--- src/rtl/serv_bus_arb_pkg.sv ---
// Shared types and constants for the SERV ibus/dbus arbiter.
// The optional watchdog is enabled by defining SERV_BUS_TIMEOUT_EN.
package serv_bus_arb_pkg;

    typedef enum logic [1:0] {
        IDLE  = 2'd0,
        GNT_I = 2'd1,
        GNT_D = 2'd2
    } arb_state_e;

    localparam logic [31:0] ERR_RDATA_DEF = 32'hDEAD_BEEF;
    localparam int          WDOG_W        = 16;

endpackage

--- src/rtl/serv_bus_arbiter_if.sv ---
// Bundle of the ibus, dbus and shared Wishbone-style slave port around the arbiter.
// "slave" is the arbiter's own view; "master" is the view of whatever drives it.
interface serv_bus_arbiter_if;

    logic [31:0] i_ibus_adr;
    logic        i_ibus_cyc;
    logic [31:0] o_ibus_rdt;
    logic        o_ibus_ack;

    logic [31:0] i_dbus_adr;
    logic [31:0] i_dbus_dat;
    logic [3:0]  i_dbus_sel;
    logic        i_dbus_we;
    logic        i_dbus_cyc;
    logic [31:0] o_dbus_rdt;
    logic        o_dbus_ack;

    logic [31:0] o_wb_adr;
    logic [31:0] o_wb_dat;
    logic [3:0]  o_wb_sel;
    logic        o_wb_we;
    logic        o_wb_cyc;
    logic [31:0] i_wb_rdt;
    logic        i_wb_ack;

    logic        o_timeout;

    modport slave (
        input  i_ibus_adr, i_ibus_cyc,
        input  i_dbus_adr, i_dbus_dat, i_dbus_sel, i_dbus_we, i_dbus_cyc,
        input  i_wb_rdt, i_wb_ack,
        output o_ibus_rdt, o_ibus_ack, o_dbus_rdt, o_dbus_ack,
        output o_wb_adr, o_wb_dat, o_wb_sel, o_wb_we, o_wb_cyc,
        output o_timeout
    );

    modport master (
        output i_ibus_adr, i_ibus_cyc,
        output i_dbus_adr, i_dbus_dat, i_dbus_sel, i_dbus_we, i_dbus_cyc,
        output i_wb_rdt, i_wb_ack,
        input  o_ibus_rdt, o_ibus_ack, o_dbus_rdt, o_dbus_ack,
        input  o_wb_adr, o_wb_dat, o_wb_sel, o_wb_we, o_wb_cyc,
        input  o_timeout
    );

endinterface

--- src/rtl/serv_bus_arb_wdog.sv ---
// Grant watchdog: counts stalled grant cycles and flags when the count hits LIMIT.
// Only instantiated when SERV_BUS_TIMEOUT_EN is defined.
module serv_bus_arb_wdog
    import serv_bus_arb_pkg::*;
#(
    parameter logic [WDOG_W-1:0] LIMIT = 16'd255
) (
    input  logic clk,
    input  logic rst,
    input  logic clr,
    input  logic en,
    output logic fire
);

    logic [WDOG_W-1:0] cnt_q, cnt_d;

    always_comb begin
        cnt_d = cnt_q;
        if (clr) begin
            cnt_d = '0;
        end else if (en) begin
            cnt_d = cnt_q + 1'b1;
        end
    end

    always_ff @(posedge clk or posedge rst) begin
        if (rst) begin
            cnt_q <= '0;
        end else begin
            cnt_q <= cnt_d;
        end
    end

    assign fire = (cnt_q == LIMIT);

endmodule

--- src/rtl/serv_bus_arbiter.sv ---
// Round-robin arbiter sharing one Wishbone-style slave port between SERV ibus and dbus.
// Define SERV_BUS_TIMEOUT_EN to terminate grants the slave never acknowledges.
module serv_bus_arbiter
    import serv_bus_arb_pkg::*;
#(
    parameter int unsigned TIMEOUT_CYCLES = 255,
    parameter logic [31:0] ERR_RDATA      = ERR_RDATA_DEF
) (
    input  logic               clk,
    input  logic               i_rst,
    serv_bus_arbiter_if.slave  bus
);

    arb_state_e state_q, state_d;
    logic       last_q, last_d;   // 1: dbus was the last master served
    logic       gnt_cyc;
    logic       wd_fire;
    logic       to_fire;
    logic       done;

    if ((TIMEOUT_CYCLES < 1) || (TIMEOUT_CYCLES > 65535)) begin : g_bad_timeout
        $error("serv_bus_arbiter: TIMEOUT_CYCLES must be 1..65535");
    end

    assign gnt_cyc = (state_q == GNT_I) ? bus.i_ibus_cyc :
                     (state_q == GNT_D) ? bus.i_dbus_cyc : 1'b0;

`ifdef SERV_BUS_TIMEOUT_EN
    serv_bus_arb_wdog #(
        .LIMIT (WDOG_W'(TIMEOUT_CYCLES))
    ) u_wdog (
        .clk  (clk),
        .rst  (i_rst),
        .clr  (state_q == IDLE),
        .en   (gnt_cyc & ~bus.i_wb_ack),
        .fire (wd_fire)
    );
`else
    assign wd_fire = 1'b0;
`endif

    // A real slave ack always wins over the watchdog in the same cycle.
    assign to_fire = (state_q != IDLE) & gnt_cyc & wd_fire & ~bus.i_wb_ack;
    assign done    = (state_q != IDLE) & (bus.i_wb_ack | to_fire);

    always_ff @(posedge clk or posedge i_rst) begin
        if (i_rst) begin
            state_q <= IDLE;
            last_q  <= 1'b0;
        end else begin
            state_q <= state_d;
            last_q  <= last_d;
        end
    end

    always_comb begin
        state_d = state_q;
        last_d  = last_q;
        case (state_q)
            IDLE: begin
                if (bus.i_dbus_cyc && (!bus.i_ibus_cyc || !last_q)) begin
                    state_d = GNT_D;
                end else if (bus.i_ibus_cyc) begin
                    state_d = GNT_I;
                end
            end
            GNT_I, GNT_D: begin
                if (done) begin
                    state_d = IDLE;
                    last_d  = (state_q == GNT_D);
                end else if (!gnt_cyc) begin
                    state_d = IDLE;
                end
            end
            default: state_d = IDLE;
        endcase
    end

    always_comb begin
        bus.o_wb_adr   = '0;
        bus.o_wb_dat   = '0;
        bus.o_wb_sel   = '0;
        bus.o_wb_we    = 1'b0;
        bus.o_wb_cyc   = 1'b0;
        bus.o_ibus_ack = 1'b0;
        bus.o_dbus_ack = 1'b0;
        case (state_q)
            GNT_I: begin
                bus.o_wb_adr   = bus.i_ibus_adr;
                bus.o_wb_sel   = 4'hF;
                bus.o_wb_cyc   = bus.i_ibus_cyc & ~to_fire;
                bus.o_ibus_ack = bus.i_wb_ack | to_fire;
            end
            GNT_D: begin
                bus.o_wb_adr   = bus.i_dbus_adr;
                bus.o_wb_dat   = bus.i_dbus_dat;
                bus.o_wb_sel   = bus.i_dbus_sel;
                bus.o_wb_we    = bus.i_dbus_we;
                bus.o_wb_cyc   = bus.i_dbus_cyc & ~to_fire;
                bus.o_dbus_ack = bus.i_wb_ack | to_fire;
            end
            default: ;
        endcase
    end

    assign bus.o_ibus_rdt = (to_fire && (state_q == GNT_I)) ? ERR_RDATA : bus.i_wb_rdt;
    assign bus.o_dbus_rdt = (to_fire && (state_q == GNT_D)) ? ERR_RDATA : bus.i_wb_rdt;
    assign bus.o_timeout  = to_fire;

endmodule
--- src/flat_wrapper.sv ---
// flat-port wrapper written by rule: the top's interface ports become plain ports
module serv_bus_arbiter_flat import serv_bus_arb_pkg::*;
#(
    parameter int unsigned TIMEOUT_CYCLES = 255,
    parameter logic [31:0] ERR_RDATA      = ERR_RDATA_DEF
)
  (clk, i_rst, bus_i_ibus_adr, bus_i_ibus_cyc, bus_i_dbus_adr, bus_i_dbus_dat, bus_i_dbus_sel, bus_i_dbus_we, bus_i_dbus_cyc, bus_i_wb_rdt, bus_i_wb_ack, bus_o_ibus_rdt, bus_o_ibus_ack, bus_o_dbus_rdt, bus_o_dbus_ack, bus_o_wb_adr, bus_o_wb_dat, bus_o_wb_sel, bus_o_wb_we, bus_o_wb_cyc, bus_o_timeout);
  serv_bus_arbiter_if bus_i ();
  input  logic clk;
  input  logic i_rst;
  input wire logic [$bits(bus_i.i_ibus_adr)-1:0] bus_i_ibus_adr;
  input wire logic [$bits(bus_i.i_ibus_cyc)-1:0] bus_i_ibus_cyc;
  input wire logic [$bits(bus_i.i_dbus_adr)-1:0] bus_i_dbus_adr;
  input wire logic [$bits(bus_i.i_dbus_dat)-1:0] bus_i_dbus_dat;
  input wire logic [$bits(bus_i.i_dbus_sel)-1:0] bus_i_dbus_sel;
  input wire logic [$bits(bus_i.i_dbus_we)-1:0] bus_i_dbus_we;
  input wire logic [$bits(bus_i.i_dbus_cyc)-1:0] bus_i_dbus_cyc;
  input wire logic [$bits(bus_i.i_wb_rdt)-1:0] bus_i_wb_rdt;
  input wire logic [$bits(bus_i.i_wb_ack)-1:0] bus_i_wb_ack;
  output wire logic [$bits(bus_i.o_ibus_rdt)-1:0] bus_o_ibus_rdt;
  output wire logic [$bits(bus_i.o_ibus_ack)-1:0] bus_o_ibus_ack;
  output wire logic [$bits(bus_i.o_dbus_rdt)-1:0] bus_o_dbus_rdt;
  output wire logic [$bits(bus_i.o_dbus_ack)-1:0] bus_o_dbus_ack;
  output wire logic [$bits(bus_i.o_wb_adr)-1:0] bus_o_wb_adr;
  output wire logic [$bits(bus_i.o_wb_dat)-1:0] bus_o_wb_dat;
  output wire logic [$bits(bus_i.o_wb_sel)-1:0] bus_o_wb_sel;
  output wire logic [$bits(bus_i.o_wb_we)-1:0] bus_o_wb_we;
  output wire logic [$bits(bus_i.o_wb_cyc)-1:0] bus_o_wb_cyc;
  output wire logic [$bits(bus_i.o_timeout)-1:0] bus_o_timeout;
  assign bus_i.i_ibus_adr = bus_i_ibus_adr;
  assign bus_i.i_ibus_cyc = bus_i_ibus_cyc;
  assign bus_i.i_dbus_adr = bus_i_dbus_adr;
  assign bus_i.i_dbus_dat = bus_i_dbus_dat;
  assign bus_i.i_dbus_sel = bus_i_dbus_sel;
  assign bus_i.i_dbus_we = bus_i_dbus_we;
  assign bus_i.i_dbus_cyc = bus_i_dbus_cyc;
  assign bus_i.i_wb_rdt = bus_i_wb_rdt;
  assign bus_i.i_wb_ack = bus_i_wb_ack;
  assign bus_o_ibus_rdt = bus_i.o_ibus_rdt;
  assign bus_o_ibus_ack = bus_i.o_ibus_ack;
  assign bus_o_dbus_rdt = bus_i.o_dbus_rdt;
  assign bus_o_dbus_ack = bus_i.o_dbus_ack;
  assign bus_o_wb_adr = bus_i.o_wb_adr;
  assign bus_o_wb_dat = bus_i.o_wb_dat;
  assign bus_o_wb_sel = bus_i.o_wb_sel;
  assign bus_o_wb_we = bus_i.o_wb_we;
  assign bus_o_wb_cyc = bus_i.o_wb_cyc;
  assign bus_o_timeout = bus_i.o_timeout;
  serv_bus_arbiter #(.TIMEOUT_CYCLES(TIMEOUT_CYCLES), .ERR_RDATA(ERR_RDATA)) u_core (.clk(clk), .i_rst(i_rst), .bus(bus_i));
endmodule
--- config.mk ---
export PLATFORM = sky130hd
export DESIGN_NAME = serv_bus_arbiter_flat
export DESIGN_NICKNAME = d
export VERILOG_FILES = /design/src/rtl/serv_bus_arb_pkg.sv /design/src/rtl/serv_bus_arbiter_if.sv /design/src/rtl/serv_bus_arb_wdog.sv /design/src/rtl/serv_bus_arbiter.sv /design/src/flat_wrapper.sv
export SDC_FILE = /design/constraint.sdc
export NUM_CORES = 1
export LEC_CHECK = 0
export BUFFER_PORTS_ARGS = -buffer_cell sky130_fd_sc_hd__buf_2
export CAP_MARGIN = 20
export CORE_AREA = 4 4 104 106
export DETAILED_ROUTE_END_ITERATION = 16
export DIE_AREA = 0 0 108 110
export PLACE_DENSITY_LB_ADDON = 0.05
export SLEW_MARGIN = 20
export SYNTH_ARGS = -nofsm -noshare
export SYNTH_HDL_FRONTEND = slang
export SYNTH_HIERARCHICAL = 1
export SYNTH_SLANG_ARGS = --single-unit
--- constraint.sdc ---
create_clock -name clk -period 1.8 [get_ports clk]
set_clock_uncertainty 0.15 [all_clocks]
set_input_delay 0.54 -clock clk [delete_from_list [all_inputs] [get_ports clk]]
set_output_delay 0.54 -clock clk [all_outputs]
set_load 0.02 [all_outputs]
After elaboration in Yosys (flattened, before gate mapping)
Index checks and enable logic that the tools add are counted.
{ "word_totals": {"elab_cells": 30, "reg_bits": 3, "rom_bits": 0, "mem_bits_rw": 0, "mem_count": 0, "latchBits": 0} }
{ "classes": {"shifts": 0, "bitwise": 1, "n_mux": 14, "n_eq_ne": 4, "add_sub_neg": 0, "mul": 0, "magnitude_cmp": 0, "n_div": 0, "reduce_logical": 9} }
{ "op_table": {"columns": ["cell", "count"], "rows": [
  ["case mux 32 bit (2 select lines)", 1],
  ["two-way mux 32 bit", 1],
  ["two-way mux 2 bit", 4],
  ["case mux 4 bit (2 select lines)", 1],
  ["two-way mux 1 bit", 5],
  ["case mux 2 bit (2 select lines)", 1],
  ["AND reduction 2 bit", 2],
  ["!= test 3 x 2 -> 1 bit, second input constant", 1],
  ["!= test 3 bit, second input constant", 1],
  ["equality test 2 x 1 -> 1 bit, second input constant", 1],
  ["equality test 2 bit, second input constant", 1],
  ["logical NOT 1 bit", 2],
  ["logical NOT 2 bit", 1],
  ["case mux 1 bit (2 select lines)", 1],
  ["nonzero test 2 bit", 1],
  ["OR reduction 2 bit", 1],
  ["AND 1 bit", 1],
  ["logical AND 1 bit", 1],
  ["logical OR 1 bit", 1]
]} }

Logic depth before layout (Yosys ltp)
{ "logic_depth": {"word_depth": 6, "mapped_depth": 6, "mapped_depth_nobuf": 5} }

Least setup slack after synthesis
Ideal clock, no wire load.
{ "synth_path": {"kind": "register -> output", "start": "reg u_core.state_q[0]", "end": "out bus_o_wb_adr[14]", "required_ns": 1.110, "setup_slack_ns": -0.288, "stages_incl_launch_ff": 7, "path_buffers": 2, "arrival_ns": 1.398, "path_cell_list": "dfrtp_1 inv_1 ha_1 inv_2 buf_2 buf_2 nor2_1"} }
{ "synth_between": {"elab_chain_len": 2} }
{ "synth_rtl": {"columns": ["item", "line", "text"], "rows": [
  ["start: declaration", "serv_bus_arbiter.sv:14", "arb_state_e state_q, state_d;"],
  ["start signal: assignment", "serv_bus_arbiter.sv:51", "state_q <= state_d;"],
  ["equality test 2 bit / equality test 2 x 1 -> 1 bit (equally long branches)", "serv_bus_arbiter.sv:87", "case (state_q)"],
  ["case mux 32 bit (2 select lines) *", "serv_bus_arbiter.sv:87", null],
  ["end: declaration", "flat_wrapper.sv:24", "output wire logic [$bits(bus_i.o_wb_adr)-1:0] bus_o_wb_adr;"]
]} }
Every way passes the cells marked *; elsewhere a longest branch is shown, timed or not.

Final worst setup path
{ "layout_path": {"start": "reg u_core.state_q[1]", "end": "out bus_o_wb_adr[2]"} }
Same word-level chain as after synthesis.

==> impl_metrics.py <==
metrics = {
    "cts": {
        "cts_tree": "done",
        "cts_max_path_buffers": 2,
        "h-tree-depth": 1,
        "cts_sinks": 3,
        "clk_pin_slew_ns": 0.03,
        "clkLatencyLatePin_ns": 0.21,
        "cts_buffers": 3,
        "hold_buffers": 0,
        "clockRootBuffer": "clkbuf_8",
    },
    "grt": {
        "met3_usage_pct": 2.45,
        "grt_pass1_wl_um": 9740,
        "grt.busiest_layer": "met2",
        "grt_max_degree": 24,
        "antenna_found_initial": 0,
        "overflow": 0,
        "grt_usage_pct": 10.4,
        "use_met2_pct": 20.9,
        "grt_pass1_vias": 1973,
        "met1_usage_pct": 9.90,
    },
    "synthesis": {
        "synth_nets": 358,
        "ys_ff_latch": 3,
        "syn_inst": 217,
        "yosys_warnings": 6,
        "yosysSeqAreaShare_pct": 5.22,
        "avgSynthCellArea_um2": 6.63,
        "ys_types": 24,
        "synth_top_area_share_pct": 36.0,
        "synth_area_leaders": "buf_4, a22oi_1, and2_1",
        "yosysTopAreaCell": "buf_4",
        "synth_area_um2": 1440,
    },
    "layout": {
        "nFillCells": 1018,
        "n_antenna_cell": 0,
        "nets": 489,
        "multi_input_area_um2": 1240,
        "final_cell_mix": "buf_2, buf_6, a22oi_2",
        "drive_above_1_share_pct": 92.5,
        "area_delta_synth_final_pct": 135,
        "fin_area_um2": 3380,
        "layout_commonest_cell": "buf_2",
        "regArea_um2": 75.1,
    },
    "setup_path": {
        "worstSetupPathType": "flip-flop to primary output",
        "crit_required_ns": 1.11,
        "path_max_fanout": 8,
        "arrival_ns": 1.50,
        "setup.worst_path.end_class": "primary output",
        "r2r_cells": 7,
        "cp-start-kind": "flip-flop",
    },
    "route": {
        "drtAntennaViolNets": 0,
        "first_iter_violations": 51,
        "wl_per_cell_um": 15.3,
        "dr_total_vias": 1895,
        "wirelength_um": 7330,
        "route.detailed.drc": 0,
        "viasPerCell": 3.95,
        "firstDrtPassIters": 4,
    },
    "sta": {
        "fmax_mhz": 456,
        "worst_slack_ns": -0.394,
        "post-route-period-util_pct": 122,
        "final_max_slew_viol_count": 0,
        "rsz0062_at_grt": "true",
        "setup_tns_ns": -25.05,
        "min_period_ns": 2.19,
        "setup_viol": 72,
        "hold_viol_final": 0,
    },
    "status": {
        "status": "complete, but fails checks",
        "violations": "setup timing",
    },
    "floorplanning": {
        "initial_core_util_pct": 14.7,
        "die_x_um": 108,
        "pin_count": 275,
        "fp.dieH_um": 110,
        "rows": 36,
        "core_um2": 9770,
        "dieArea_um2": 11900,
    },
    "pwr": {
        "p_per_area_nw_per_um2": 1560,
        "finalPower_w": 0.00529,
        "p_leak_nw": 1.51,
        "peakVddDrop_v": 0.000564,
    },
    "run": {
        "cap_viol_max_count": 0,
    },
    "place": {
        "dp_hpwl_um": 5260,
        "detailed_place.area_um2": 2360,
        "gp_congestion": 0.687,
        "io_buffers": 177,
    },
    "hold_path": {
        "hold_path_class": "primary input to async pin",
    },
}
-- cell families after synthesis --
kind of cell,synth area share (%)
adder cells (fa/ha/maj),2.61
other,0.261
buffers and inverters,41.5
AO/OA/AOI/OAI,22.9
AND/OR/NAND/NOR,27.6
flip-flops,5.22
-- synthesized netlist by cell type --
| cell type | count |
|---|---|
| nand2_1 | 2 |
| and2_1 | 35 |
| nor2_1 | 37 |
| conb_1 | 1 |
| inv_2 | 1 |
| a41oi_1 | 1 |
| dfrtp_1 | 3 |
| nand2b_1 | 3 |
| nand4_1 | 1 |
| inv_1 | 4 |
| buf_4 | 69 |
| clkbuf_1 | 5 |
| o21ai_0 | 1 |
| o31ai_1 | 1 |
| o2111ai_1 | 1 |
| buf_6 | 1 |
| a22oi_1 | 33 |
| o2bb2ai_1 | 1 |
| ha_1 | 3 |
| nor2b_1 | 1 |
| o221ai_1 | 1 |
| a22o_1 | 1 |
| buf_2 | 6 |
| a21oi_1 | 5 |
-- power breakdown --
group	switching (W)	leakage, nW	internal [W]
Clock	0.0000412	0.0228	0.000151
Sequential	0.0000229	0.0388	0.0000935
Combinational	0.00240	1.44	0.00258
Total	0.00247	1.51	0.00282
-- registers in the layout, indices dropped and copies added, names as in the netlist --
signal          cells
u_core/state_q      2
u_core/last_q       1
-- path summary, 6_finish.rpt --
path | from | slack (ns) | endpoint
worst max-delay path | u_core/state_q[1]$_DFFE_PP0P_ | -0.39 | bus_o_wb_adr[2]
worst min-delay path | i_rst | 0.04 | u_core/last_q$_DFFE_PP0P_
worst max register to register | u_core/state_q[0]$_DFFE_PP0P_ | 0.07 | u_core/state_q[0]$_DFFE_PP0P_
worst min register to register | u_core/last_q$_DFFE_PP0P_ | 0.39 | u_core/last_q$_DFFE_PP0P_
max in group asynchronous | i_rst | 1.32 | u_core/state_q[0]$_DFFE_PP0P_
min in group clk | u_core/last_q$_DFFE_PP0P_ | 0.39 | u_core/last_q$_DFFE_PP0P_
-- cell type report --
class	instances	share of cell area, %
repair buffers	207	54.1
multi-input cells	128	36.7
well taps	133	4.93
flip-flops and latches	3	2.22
clock buffers	4	1.33
inverters	5	0.778
-- timing repair --
item / CTS / global route
gates resized for setup: 140 / 56
endpoints found under the setup margin: 73 / 73
pin swaps: 10 / 12
gates cloned: 3 / 7
setup buffers: 2 / 4
-- layer usage --
layer | wire [um] | share of wire, % | vias to the layer above
met1 | 2320 | 32 | 853
met4 | 187 | 2.6 | 0
met2 | 4090 | 56 | 102
li1 | - | - | 919
met5 | 0 | 0 | -
met3 | 731 | 10 | 21
-- stage by stage --
step	util (%)	instances	setup slack [ns]	hold WS (ns)
floorplan	-	217	-0.114	0.144
CTS	30.3	469	-0.389	0.0428
detailed placement	24.1	460	-0.288	0.271
global placement	24.1	460	-0.287	0.267
finish	34.6	480	-0.394	0.0431
global route	34.6	480	-0.458	0.0438
-- critical path: stages, from the launching register on --
cell       delay [ns]
dfrtp_1          0.40
inv_2            0.09
ha_4             0.31
inv_8            0.06
clkbuf_16        0.18
nor2_2           0.12
buf_6            0.12
No activity file was read; power rests on OpenSTA's default activity.
